==> config.mk <==
export PLATFORM = sky130hd
export DESIGN_NAME = clk_gate_ctrl_flat
export DESIGN_NICKNAME = d
export VERILOG_FILES = /design/src/rtl/clk_gate_ctrl_pkg.sv /design/src/rtl/clk_gate_ctrl_if.sv /design/src/rtl/clk_gate_stat_cnt.sv /design/src/rtl/clk_gate_ctrl.sv /design/src/flat_wrapper.sv
export SDC_FILE = /design/constraint.sdc
export NUM_CORES = 1
export LEC_CHECK = 0
export CORE_MARGIN = 3
export CORE_UTILIZATION = 30
export CTS_BUF_LIST = sky130_fd_sc_hd__clkbuf_16
export CTS_CLUSTER_SIZE = 8
export DETAILED_ROUTE_END_ITERATION = 10
export GPL_TIMING_DRIVEN = 0
export PLACE_DENSITY = 0.63
export SLEW_MARGIN = 30
export SYNTH_ARGS = -nofsm -noshare
export SYNTH_HDL_FRONTEND = slang
export SYNTH_SLANG_ARGS = --single-unit
==> constraint.sdc <==
create_clock -name clk_i -period 1.72 [get_ports clk_i]
set_input_delay 0.258 -clock clk_i [delete_from_list [all_inputs] [get_ports clk_i]]
set_output_delay 0.258 -clock clk_i [all_outputs]
set_load 0.01 [all_outputs]
==> src/rtl/clk_gate_ctrl_pkg.sv <==
// ---------------------------------------------------------------------------
// clk_gate_ctrl_pkg
// Shared definitions for the clock-gate controller: the 2-bit FSM state
// enum (also exported on state_o), raw encoding constants for the power
// manager side, and the hysteresis/settle counter width helper.
// ---------------------------------------------------------------------------
package clk_gate_ctrl_pkg;

    typedef enum logic [1:0] {
        ST_ACTIVE    = 2'd0,
        ST_IDLE_WAIT = 2'd1,
        ST_GATED     = 2'd2,
        ST_WAKING    = 2'd3
    } clk_gate_state_e;

    localparam logic [1:0] STATE_ACTIVE    = 2'd0;
    localparam logic [1:0] STATE_IDLE_WAIT = 2'd1;
    localparam logic [1:0] STATE_GATED     = 2'd2;
    localparam logic [1:0] STATE_WAKING    = 2'd3;

    // Width of the shared idle/wake counter: clog2 of the larger limit,
    // never below one bit.
    function automatic int unsigned cnt_width(int unsigned a, int unsigned b);
        int unsigned m;
        m = (a > b) ? a : b;
        return (m <= 2) ? 1 : $clog2(m);
    endfunction

endpackage

==> src/rtl/clk_gate_ctrl_if.sv <==
// ---------------------------------------------------------------------------
// clk_gate_ctrl_if
// Four-phase sleep handshake between a power manager and a clock-gate
// controller.
//   sleep_req_i : level sleep request from the power manager
//   wake_i      : wake event (pulse or level) from the power manager
//   sleep_ack_o : high while the clock is gated or not yet stable
// master = power manager side, slave = controller side.
// ---------------------------------------------------------------------------
interface clk_gate_ctrl_if;

    logic sleep_req_i;
    logic wake_i;
    logic sleep_ack_o;

    modport master (
        output sleep_req_i,
        output wake_i,
        input  sleep_ack_o
    );

    modport slave (
        input  sleep_req_i,
        input  wake_i,
        output sleep_ack_o
    );

endinterface

==> src/rtl/clk_gate_stat_cnt.sv <==
// ---------------------------------------------------------------------------
// clk_gate_stat_cnt
// Saturating up-counter with synchronous clear. Clear wins over increment;
// the count sticks at all-ones instead of wrapping.
//   clk_i : clock
//   rst_i : synchronous active-high reset (count -> 0)
//   clr_i : synchronous clear (count -> 0)
//   inc_i : increment enable
//   cnt_o : current count
// ---------------------------------------------------------------------------
module clk_gate_stat_cnt #(
    parameter int unsigned WIDTH = 32
) (
    input  logic             clk_i,
    input  logic             rst_i,
    input  logic             clr_i,
    input  logic             inc_i,
    output logic [WIDTH-1:0] cnt_o
);

    logic [WIDTH-1:0] cnt_q;

    always_ff @(posedge clk_i) begin
        if (rst_i || clr_i) begin
            cnt_q <= '0;
        end else if (inc_i && (cnt_q != '1)) begin
            cnt_q <= cnt_q + 1'b1;
        end
    end

    assign cnt_o = cnt_q;

endmodule

==> src/rtl/clk_gate_ctrl.sv <==
// ---------------------------------------------------------------------------
// clk_gate_ctrl
// Drives the enable of a clock-gate cell from the ungated clock. Runs the
// four-phase sleep handshake, waits IDLE_CYCLES non-busy cycles before
// gating and WAKE_CYCLES cycles after re-enabling before dropping the ack.
//   clk_i              : free-running clock
//   rst_i              : synchronous active-high reset
//   pm                 : sleep handshake (sleep_req_i, wake_i, sleep_ack_o)
//   busy_i             : gated-domain activity, blocks gating
//   test_en_i          : scan override, forces en_o high
//   en_o               : to clock-gate enable
//   state_o            : current FSM state
//   gated_cycles_o     : saturating count of cycles spent gated
//   gated_cycles_clr_i : synchronous clear of gated_cycles_o
// ---------------------------------------------------------------------------
module clk_gate_ctrl
    import clk_gate_ctrl_pkg::*;
#(
    parameter int unsigned IDLE_CYCLES = 16,
    parameter int unsigned WAKE_CYCLES = 2,
    parameter int unsigned STAT_W      = 32
) (
    input  logic               clk_i,
    input  logic               rst_i,
    clk_gate_ctrl_if.slave     pm,
    input  logic               busy_i,
    input  logic               test_en_i,
    output logic               en_o,
    output clk_gate_state_e    state_o,
    output logic [STAT_W-1:0]  gated_cycles_o,
    input  logic               gated_cycles_clr_i
);

    localparam int unsigned CNT_W = cnt_width(IDLE_CYCLES, WAKE_CYCLES);
    localparam logic [CNT_W-1:0] IDLE_LAST = CNT_W'(IDLE_CYCLES - 1);
    localparam logic [CNT_W-1:0] WAKE_LAST = CNT_W'(WAKE_CYCLES - 1);

    clk_gate_state_e  state_q, state_d;
    logic [CNT_W-1:0] cnt_q, cnt_d;
    logic             armed_q, armed_d;
    logic             en_q, en_d;
    logic             ack_q, ack_d;

    // State register; en_q/ack_q are registered so the gate enable is
    // never a decode of several state bits.
    always_ff @(posedge clk_i) begin
        if (rst_i) begin
            state_q <= ST_ACTIVE;
            cnt_q   <= '0;
            armed_q <= 1'b1;
            en_q    <= 1'b1;
            ack_q   <= 1'b0;
        end else begin
            state_q <= state_d;
            cnt_q   <= cnt_d;
            armed_q <= armed_d;
            en_q    <= en_d;
            ack_q   <= ack_d;
        end
    end

    // Next-state logic.
    always_comb begin
        state_d = state_q;
        cnt_d   = cnt_q;
        armed_d = armed_q;

        unique case (state_q)
            ST_ACTIVE: begin
                if (!pm.sleep_req_i) begin
                    armed_d = 1'b1;
                end else if (armed_q && !busy_i) begin
                    state_d = ST_IDLE_WAIT;
                    cnt_d   = '0;
                end
            end
            ST_IDLE_WAIT: begin
                // wake_i has priority over reaching the gating threshold.
                if (!pm.sleep_req_i || pm.wake_i) begin
                    state_d = ST_ACTIVE;
                end else if (busy_i) begin
                    cnt_d = '0;
                end else if (cnt_q == IDLE_LAST) begin
                    state_d = ST_GATED;
                end else begin
                    cnt_d = cnt_q + 1'b1;
                end
            end
            ST_GATED: begin
                if (!pm.sleep_req_i || pm.wake_i) begin
                    state_d = ST_WAKING;
                    cnt_d   = '0;
                    // A forced wake under a held request disarms re-gating
                    // until the requester drops the request.
                    if (pm.wake_i && pm.sleep_req_i) begin
                        armed_d = 1'b0;
                    end
                end
            end
            ST_WAKING: begin
                if (cnt_q == WAKE_LAST) begin
                    state_d = ST_ACTIVE;
                end else begin
                    cnt_d = cnt_q + 1'b1;
                end
            end
            default: begin
                state_d = ST_ACTIVE;
            end
        endcase

        en_d  = (state_d != ST_GATED);
        ack_d = (state_d == ST_GATED) || (state_d == ST_WAKING);
    end

    // Outputs.
    always_comb begin
        en_o           = en_q | test_en_i;
        pm.sleep_ack_o = ack_q;
        state_o        = state_q;
    end

    clk_gate_stat_cnt #(
        .WIDTH (STAT_W)
    ) u_stat_cnt (
        .clk_i (clk_i),
        .rst_i (rst_i),
        .clr_i (gated_cycles_clr_i),
        .inc_i (state_q == ST_GATED),
        .cnt_o (gated_cycles_o)
    );

endmodule

==> src/flat_wrapper.sv <==
// flat-port wrapper written by rule: the top's interface ports become plain ports
module clk_gate_ctrl_flat import clk_gate_ctrl_pkg::*;
#(
    parameter int unsigned IDLE_CYCLES = 16,
    parameter int unsigned WAKE_CYCLES = 2,
    parameter int unsigned STAT_W      = 32
)
  (clk_i, rst_i, busy_i, test_en_i, en_o, state_o, gated_cycles_o, gated_cycles_clr_i, pm_sleep_req_i, pm_wake_i, pm_sleep_ack_o);
  clk_gate_ctrl_if pm_i ();
  input  logic clk_i;
  input  logic rst_i;
  input  logic busy_i;
  input  logic test_en_i;
  output logic en_o;
  output clk_gate_state_e state_o;
  output logic [STAT_W-1:0] gated_cycles_o;
  input  logic gated_cycles_clr_i;
  input wire logic [$bits(pm_i.sleep_req_i)-1:0] pm_sleep_req_i;
  input wire logic [$bits(pm_i.wake_i)-1:0] pm_wake_i;
  output wire logic [$bits(pm_i.sleep_ack_o)-1:0] pm_sleep_ack_o;
  assign pm_i.sleep_req_i = pm_sleep_req_i;
  assign pm_i.wake_i = pm_wake_i;
  assign pm_sleep_ack_o = pm_i.sleep_ack_o;
  clk_gate_ctrl #(.IDLE_CYCLES(IDLE_CYCLES), .WAKE_CYCLES(WAKE_CYCLES), .STAT_W(STAT_W)) u_core (.clk_i(clk_i), .rst_i(rst_i), .pm(pm_i), .busy_i(busy_i), .test_en_i(test_en_i), .en_o(en_o), .state_o(state_o), .gated_cycles_o(gated_cycles_o), .gated_cycles_clr_i(gated_cycles_clr_i));
endmodule
# After elaboration in Yosys (flattened, before gate mapping)
# Cells that the tools add are included.
# W data, S select, Z words.
[totals]
in_bits = 7
out_inout_bits = 36
elab_cells = 58
ff_bits = 41
[classes]
n_eq_ne = 17
n_addsub = 2
reduce_logical = 12
muxes = 20
n_bitwise = 1
[ops]
columns = ["operator", "count"]
rows = [
  ["$add A32 B1 Y32 const B", 1],
  ["$ne A32 B32 Y1 const B", 1],
  ["$mux W4", 7],
  ["$pmux W4 S4", 1],
  ["$mux W2", 7],
  ["$ne A2 B2 Y1 const B", 5],
  ["$eq A2 B2 Y1 const B", 4],
  ["$pmux W2 S4", 1],
  ["$ne A2 B1 Y1 const B", 3],
  ["$reduce_and A6 Y1", 1],
  ["$add A4 B1 Y4 const B", 1],
  ["$eq A4 B1 Y1 const B", 1],
  ["$eq A4 B4 Y1 const B", 1],
  ["$reduce_and A4 Y1", 1],
  ["$logic_and A1 B1 Y1", 3],
  ["$logic_or A1 B1 Y1", 3],
  ["$mux W1", 3],
  ["$ne A3 B3 Y1 const B", 1],
  ["$eq A2 B1 Y1 const B", 1],
  ["$logic_not A1 Y1", 2],
  ["$logic_not A2 Y1", 1],
  ["$pmux W1 S2", 1],
  ["$reduce_bool A2 Y1", 1],
  ["$or A1 B1 Y1", 1],
]

# Depth between registers and ports, before layout
# Gate-level depths: netlist of the first run.
[logic_depth]
depth_word = 7
depth_mapped = 9

# By module
# A second synthesis of the first run with hierarchy kept.
[hier_totals]
hier_cells = 245
hier_area_um2 = 2242.2
[modules_own_cells]
columns = ["mod", "area_per_inst_um2", "instances", "seq_area_each_um2", "cells_each"]
rows = [
  ["clk_gate_stat_cnt", 1681.6, 1, 640.6, 189],
  ["clk_gate_ctrl", 560.5, 1, 180.2, 56],
]

# Worst setup path after synthesis of the first run
# OpenSTA, ideal clock, no wires.
[synth_path]
path_kind = "register to register"
from = "register u_core.u_stat_cnt.cnt_q[0] (netlist: u_core.u_stat_cnt.cnt_o[0])"
to = "register u_core.u_stat_cnt.cnt_q[17] (netlist: u_core.u_stat_cnt.cnt_o[17])"
setup_ps = 70
arrival_time_ps = 1882
stages_incl_launch_ff = 10
t_required_ps = 1650
slack_ps = -233
path_cell_list = "dfxtp_1 > ha_1 > nand4_1 > nor3_2 > and4_1 > buf_2 > buf_4 > buf_6 > o21ai_0 > a21oi_1"
[synth_between]
elab_chain_len = 2
word_cells_on_any_way = 3
cone_classes = "add/sub: 1; eq/ne: 1; reduce/logical: 1"
[synth_lines]
columns = ["item", "line_no", "rtl"]
rows = [
  ["start, declared", "clk_gate_stat_cnt.sv:21", "logic [WIDTH-1:0] cnt_q;"],
  ["start signal, assigned", "clk_gate_stat_cnt.sv:27", "cnt_q <= cnt_q + 1'b1;"],
  ["parallel branches: the longest is 2 deep, another holds $add A32 B1 Y32", "-", ""],
]
# Parallel ways; which one is timed is not known.
# A chain may end at the register's enable or synchronous reset.

# Worst setup path in the final report of the first run
[layout_path]
from = "register u_core.u_stat_cnt.cnt_q[19] (netlist: u_core.u_stat_cnt.cnt_o[19])"
to = "register u_core.u_stat_cnt.cnt_q[25] (netlist: u_core.u_stat_cnt.cnt_o[25])"
# The elaborated chain is that of the path after synthesis.

==> summary.md, run 1 <==
| Metric | Value |
|---|---|
| DRT Pass-1 Iters | 4 |
| Final Net Count | 365 |
| FF+latch count, synth | 41 |
| Peak Freq | 527 MHz |
| TNS Setup | -3250 ps |
| Avg WL per Cell | 15.2 µm |
| Initial antenna violation count | 0 |
| Number of flops mapped to enable cells by yosys | 0 |
| Crit-path max FO | 6 |
| Total design power | 2.08 mW |
| RR Endpoint | u_core.u_stat_cnt.cnt_o[25] |
| Worst slew margin | 0.615 |
| Fin worst setup slack | -179 ps |
| Cell Area, Synth | 2190 µm² |
| Placer Congestion | 0.802 |
| Worst stage delay on the critical path | 520 ps |
| Number of global-route vias before repair | 2244 |
| Die width | 91.4 µm |
| Outcome | finished, violations left |
| Global-route usage over all layers | 0.150 |
| Critical path startpoint category | flop |
| Post-Layout Cell Count | 452 |
| Endpoints failing setup | 32 |
| Area occupied by multi-input gates | 1460 µm² |
| First-pass GRT wire length | 10400 µm |
| CTS Root Cell | clkbuf_16 |
| Crit path DAT | 2110 ps |
| Lkg Pwr | 1.23 nW |
| RSZ-0062 raised after global routing | yes |
| Count of cell types in the netlist | 49 |
| Core area | 6940 µm² |
| First DRT Iteration DRCs | 143 |
| Reg2Reg Setup Slack | -180 ps |
| # fillers | 632 |
| CP max-delay cell | or4_4 |
| Ports | 43 |
| Avg Cell Area, Syn | 8.04 µm² |
| Die Ht | 91.4 µm |
| Share of layout cells above drive strength 1 | 0.326 |
| Slew @ Worst Pin | 575 ps |
| Via density | 5.40 |
| Final wirelength | 6860 µm |
| Critical R2R Launch | u_core.u_stat_cnt.cnt_o[19] |
| Dpl hpwl | 4220 µm |
| Clk buf depth | 2 |
| HP Class | reg -> reg |
| Row count | 30 |
| Seq. cell area | 857 µm² |
| ANT nets after route | 0 |
| Worst-Skew Late Latency | 280 ps |
| Cell Chain, Critical Path | nand2_1, nor4_4, buf_4, nand2_4, or4_4, a21oi_2 |
| Crit path to | u_core.u_stat_cnt.cnt_o[25] |
| Die ar. | 8350 µm² |
| VDD IR max | 0.480 mV |
| H-tree Lvls | 2 |
| Cell taking the most area after synthesis | dfxtp_1 |
| Cells after synthesis | 272 |
| CTS hold repair buffers | 0 |
| Max-slew violation count | 0 |
| Placed insts | 410 |
| Number of max-cap violations | 0 |
| Crit. End Element | flop |
| Fin Hold WS | 497 ps |
| Ranking of synthesized cells by area | dfxtp_1 38%, or3_1 6.0%, a21oi_1 5.9% |
| CTS sink count | 41 |
| Largest net degree at the start of global routing | 14 |
| Critical path required time | 1930 ps |
| Synth Warn # | 0 |
| PortBufs | 42 |
| Area added between synthesis and finish | 59.5% |
| Area share of the largest cell type after synthesis | 0.375 |
| Critical setup path kind | reg -> reg |
| Reg2Reg Depth | 6 |
| Antenna diode count | 0 |
| Synth Net Count | 282 |
| Initial Utilization | 0.315 |
| Commonest register cell after synthesis | dfxtp_1 |
| Clk_skew | 4.52 ps |
| Residual DRC | 0 |
| Failing checks | setup timing |
| Pwr/cell area | 595 nW/µm² |
| Global route total overflow | 0 |
| Seq/Total Area, Yosys | 0.375 |
| Via Count | 2442 |
| Fin crit share | 1.10 |
| Final hold vios | 0 |
| Clock slew at reported path FFs | 60 ps |
| CTS tree | built |
| Minimum clock period | 1900 ps |
| WHS Path Cells | 2 |
| Cts bufs inserted | 5 |
| Crit path launch | u_core.u_stat_cnt.cnt_o[19] |
| Async SR Flop Fraction | 0 |
[cell usage after synthesis (3+ instances only)]
cell type	instances
a21oi_1	26
and2_1	4
and3_1	6
and4_1	4
buf_2	5
clkbuf_1	7
dfxtp_1	41
ha_1	3
inv_1	9
mux2i_1	3
nand2_1	21
nand2b_1	5
nand3_1	15
nand4_1	16
nor2_1	14
nor4_1	3
o211ai_1	5
o21ai_0	19
o21ai_1	5
or3_1	21
or4_1	6
[metal layers]
| metal | share of wire | global-route usage | wire length, µm |
|---|---|---|---|
| met4 | 0.025 | 0.0616 | 172 |
| met1 | 0.43 | 0.194 | 2960 |
| met5 | 0 | 0 | 0 |
| met2 | 0.49 | 0.242 | 3360 |
| met3 | 0.053 | 0.0290 | 365 |
[worst max-delay path, delay by kind of cell, from the launching register on]
family / cells / cell delay [ps]
flip-flops: 1 / 400
AND/OR/NAND/NOR: 4 / 1160
AO/OA/AOI/OAI: 1 / 120
buffers and inverters: 1 / 170
[area by class of cell]
| class | count | share of cell area |
|---|---|---|
| Buffer | 13 | 0.0330 |
| Clock buffer | 5 | 0.0359 |
| Clock inverter | 3 | 0.0122 |
| Inverter | 10 | 0.0108 |
| Multi-Input combinational cell | 207 | 0.419 |
| Sequential cell | 41 | 0.246 |
| Tap cell | 96 | 0.0344 |
| Timing Repair Buffer | 77 | 0.209 |
[worst min path at each step]
| stage | from | end | slack [ps] |
|---|---|---|---|
| floorplan | pm_sleep_req_i | u_core.armed_q | 440 |
| CTS | u_core.armed_q | u_core.armed_q | 480 |
| detailed placement | u_core.armed_q | u_core.armed_q | 470 |
| global placement | u_core.armed_q | u_core.armed_q | 460 |
| global route | u_core.u_stat_cnt.cnt_o[14] | u_core.u_stat_cnt.cnt_o[14] | 520 |
| finish | u_core.armed_q | u_core.armed_q | 500 |
[timing repair]
item,4_1_cts,5_1_grt
pin swaps,26,24
cloned,1,1
buffers inserted,25,9
setup endpoints to repair,34,35
resized for setup,24,65
[flip-flops by register name, summed over array words and instances (netlist names)]
register,count
u_core.pm.sleep_ack_o,1
u_core.u_stat_cnt.cnt_o,32
u_core.state_o,2
u_core.cnt_q,4
u_core.armed_q,1
u_core.en_q,1
[cells by family after synthesis]
kind of cell    Yosys count  synth area share
flops                    41             0.375
mux                       3            0.0137
buf+inv                  24            0.0492
compound gates           67             0.176
simple gates            133             0.364
xor+xnor                  1           0.00401
fa+ha+maj                 3            0.0172
[where the power goes]
part           total, mW  internal, mW  switching, mW
Clock               1.06         0.682          0.376
Combinational     0.0705        0.0330         0.0375
Sequential         0.948         0.945        0.00385
[per-stage QoR]
step                setup WS [ps]   util  area, µm²
floorplan                   -52.2      -       2260
global placement             -339  0.403       2800
detailed placement           -349  0.403       2800
CTS                          -156  0.469       3260
global route                 -273  0.502       3490
finish                       -179  0.502       3490
[placed cells by master, fill, tap and decap left out, types with 2 or more instances in the layout]
master	synthesis	layout
nor4_2	1	3
dfxtp_2	0	17
clkdlybuf4s50_1	0	41
inv_1	9	10
nand4_1	16	16
clkbuf_1	7	3
clkbuf_16	0	5
a21oi_2	0	7
buf_4	1	28
and4_1	4	3
nor3_4	0	2
o21ai_0	19	13
nand3_1	15	13
nor4bb_4	0	2
dfxtp_1	41	20
nor4_4	1	2
nand3b_1	2	2
nand2b_1	5	5
clkbuf_2	0	2
mux2i_1	3	3
and2_1	4	3
o21a_1	2	2
o21ai_2	0	6
dfxtp_4	0	4
nand2_1	21	20
nand3_2	1	3
and3_1	6	5
a21oi_1	26	19
o21ai_1	5	5
buf_8	0	3
nor2_1	14	13
or3_4	0	3
buf_6	1	11
or4_1	6	5
or2_2	2	2
o211ai_1	5	5
or3_1	21	18
No activity file was read; power rests on OpenSTA's default activity.
==> run 2: changes to the inputs <==
Settings changed: CORE_UTILIZATION 30 to 46, PLACE_DENSITY 0.63 to 0.85.
==> run 2 against run 1 <==
Against the previous run: the flow still finishes with violations (setup timing); sequential cell count unchanged; clock skew up 1.6 ps; worst setup slack worse by 2.3 ps; die area down 33%.
==> summary.md, run 2 (same netlist as run 1, synthesis figures left out) <==
| Metric | Value |
|---|---|
| Outcome | finished, violations left |
| Failing checks | setup timing |
| Global-route usage over all layers | 0.229 (+0.0790) |
| Worst stage delay on the critical path | 370 ps (-150 ps) |
| Final Net Count | 360 (-1.4%) |
| Fin Hold WS | 354 ps (-144 ps) |
| Peak Freq | 526 MHz (-0.12%) |
| Clock slew at reported path FFs | 60 ps (about the same) |
| WHS Path Cells | 3 (+1) |
| PortBufs | 42 (unchanged) |
| Pwr/cell area | 591 nW/µm² (-0.75%) |
| Residual DRC | 0 (unchanged) |
| Post-Place Worst Slack | -353 ps (-4.14 ps) |
| Crit path DAT | 2110 ps (about the same) |
| Critical hold path startpoint | pm_sleep_req_i |
| CTS Root Cell | clkbuf_16 |
| Clk_skew | 6.12 ps (+1.60 ps) |
| Die width | 75.0 µm (-18%) |
| Largest net degree at the start of global routing | 13 (-1) |
| Slew @ Worst Pin | 597 ps (+22.0 ps) |
| Clk buf depth | 2 (unchanged) |
| Worst-Skew Late Latency | 280 ps (about the same) |
| Critical path startpoint category | flop |
| Lkg Pwr | 1.25 nW (+1.9%) |
| Critical path required time | 1920 ps (about the same) |
| Gate power share | 0.033 (about the same) |
| Sw power | 407 µW (-2.4%) |
| Placer Congestion | 0.875 (+9.1%) |
| Clk pwr share | 0.508 (about the same) |
| RSZ-0062 raised after global routing | yes |
| ANT nets after route | 0 (unchanged) |
| Buffers and inverters on the worst path | 1 (unchanged) |
| Fin crit share | 1.11 (+0.00135) |
| Hold endpoint | u_core.armed_q |
| Cts bufs inserted | 5 (unchanged) |
| RR Endpoint | u_core.u_stat_cnt.cnt_o[30] |
| Worst slew margin | 0.601 (-0.0147) |
| Critical setup path kind | reg -> reg |
| Die Ht | 75.0 µm (-18%) |
| Reg2Reg Setup Slack | -180 ps (about the same) |
| Commonest non-fill, non-tap cell in the layout | clkdlybuf4s50_1 |
| Final wirelength | 7220 µm (+5.3%) |
| CTS sink count | 41 (unchanged) |
| DP Area | 2750 µm² (-2.0%) |
| Internal cell power | 1.64 mW (-0.91%) |
| Fin worst setup slack | -181 ps (-2.32 ps) |
| Avg WL per Cell | 17.9 µm (+18%) |
| VDD IR max | 0.559 mV (+16%) |
| Crit-path leading delay family | simple AND/OR/NAND/NOR gates |
| Sw frac | 0.198 (-0.00242) |
| First DRT Iteration DRCs | 191 (+34%) |
| CP max-delay cell | dfxtp_4 |
| Initial Utilization | 0.489 (+0.174) |
| Number of global-route vias before repair | 2258 (+0.62%) |
| Via density | 6.36 (+18%) |
| Global route total overflow | 0 (unchanged) |
| HP Class | in -> reg |
| Max-slew violation count | 0 (unchanged) |
| Crit. End Element | flop |
| DRT Pass-1 Iters | 5 (+1) |
| Ports | 43 (unchanged) |
| Final Cell Area | 3470 µm² (-0.47%) |
| Core area | 4470 µm² (-36%) |
| Reg power frac | 0.459 (+0.002) |
| Reg2Reg Depth | 7 (+1) |
| Crit path depth | 7 (+1) |
| Critical R2R Launch | u_core.u_stat_cnt.cnt_o[0] |
| Crit-path max FO | 3 (-3) |
| Antenna diode count | 0 (unchanged) |
| Most frequent cells in the layout | 40 x clkdlybuf4s50_1, 23 x buf_4, 23 x dfxtp_2 |
| Number of max-cap violations | 0 (unchanged) |
| CTS tree | built |
| Minimum clock period | 1900 ps (+2.32 ps) |
| First-pass GRT wire length | 10100 µm (-2.6%) |
| H-tree Lvls | 2 (unchanged) |
| Share of layout cells above drive strength 1 | 0.362 (+0.0360) |
| Max FFs per register | 32 (unchanged) |
| Area added between synthesis and finish | 58.8% |
| Via Count | 2563 (+5.0%) |
| Final hold vios | 0 (unchanged) |
| Dpl hpwl | 3890 µm (-8.0%) |
| Initial antenna violation count | 0 (unchanged) |
| Endpoints failing setup | 31 (-3.1%) |
| Crit path launch | u_core.u_stat_cnt.cnt_o[0] |
| # fillers | 277 (-56%) |
| Die ar. | 5620 µm² (-33%) |
| Cell Chain, Critical Path | ha_4, nand4_1, buf_4, nor4_4, and4_1, or3b_1, a21oi_1 |
| Row count | 24 (-20%) |
## run 2: changes by cell type in the layout (fill, tap and decap cells not counted), moves of 4 or more
cell	delta
buf_4	-5
dfxtp_1	-10
dfxtp_4	+4
dfxtp_2	+6
o21ai_2	+5
buf_6	-6
o21ai_0	-6
## run 2: worst min-delay path: stages
cell            delay, ps
dlymetal6s2s_1        160
o2bb2ai_1             130
nand2_1                50
## run 2: power by group through the flow
stage	registers, mW	clock network [mW]	logic, mW
floorplan	0.972	0	0.0302
global placement	0.972	0	0.0574
detailed placement	0.972	0	0.0581
CTS	0.947	1.05	0.0631
global route	0.942	1.09	0.0729
finish	0.942	1.04	0.0680
## run 2: per-layer routing
metal,global-route usage,vias to the layer above,wire length (µm)
met5,0,-,0
met4,0.0949,0,246
met3,0.0427,30,459
met2,0.377,116,3550
met1,0.292,1243,2970
li1,-,1174,-
## run 2: worst max-delay path by stage
stage,to,slack [ps]
after floorplan,u_core.u_stat_cnt.cnt_o[17],-50
after global placement,u_core.cnt_q[3],-320
after detailed placement,u_core.cnt_q[3],-350
after CTS,u_core.u_stat_cnt.cnt_o[17],-50
after global routing,u_core.u_stat_cnt.cnt_o[12],-230
final,u_core.u_stat_cnt.cnt_o[30],-180
## run 2: area by class of cell
class                      instances  area, µm²  area share
buffer                            13        128      0.0368
clock buffer                       5        125      0.0360
clock inverter                     3       37.5      0.0108
inverter                          10       37.5      0.0108
multi-input combinational        207       1510       0.434
sequential                        41        880       0.253
tap                               52       65.1      0.0187
timing repair buffer              72        693       0.200
## run 2: stage by stage
stage / util / setup TNS (ps) / power (mW) / instances
floorplan: - / -468 / 1.00 / 272
global placement: 0.614 / -7910 / 1.03 / 366
detailed placement: 0.614 / -8570 / 1.03 / 366
CTS: 0.707 / -547 / 2.06 / 394
global route: 0.776 / -5000 / 2.11 / 403
finish: 0.776 / -2470 / 2.05 / 403
## run 2: what timing repair did
| item | CTS | global route |
|---|---|---|
| hold endpoints to repair | 0 | 0 |
| buffers inserted | 16 | 9 |
| setup endpoints to repair | 32 | 36 |
| pin swaps | 28 | 32 |
| hold buffers | 0 | 0 |
| cloned | 4 | 3 |
| gates resized for setup | 36 | 80 |
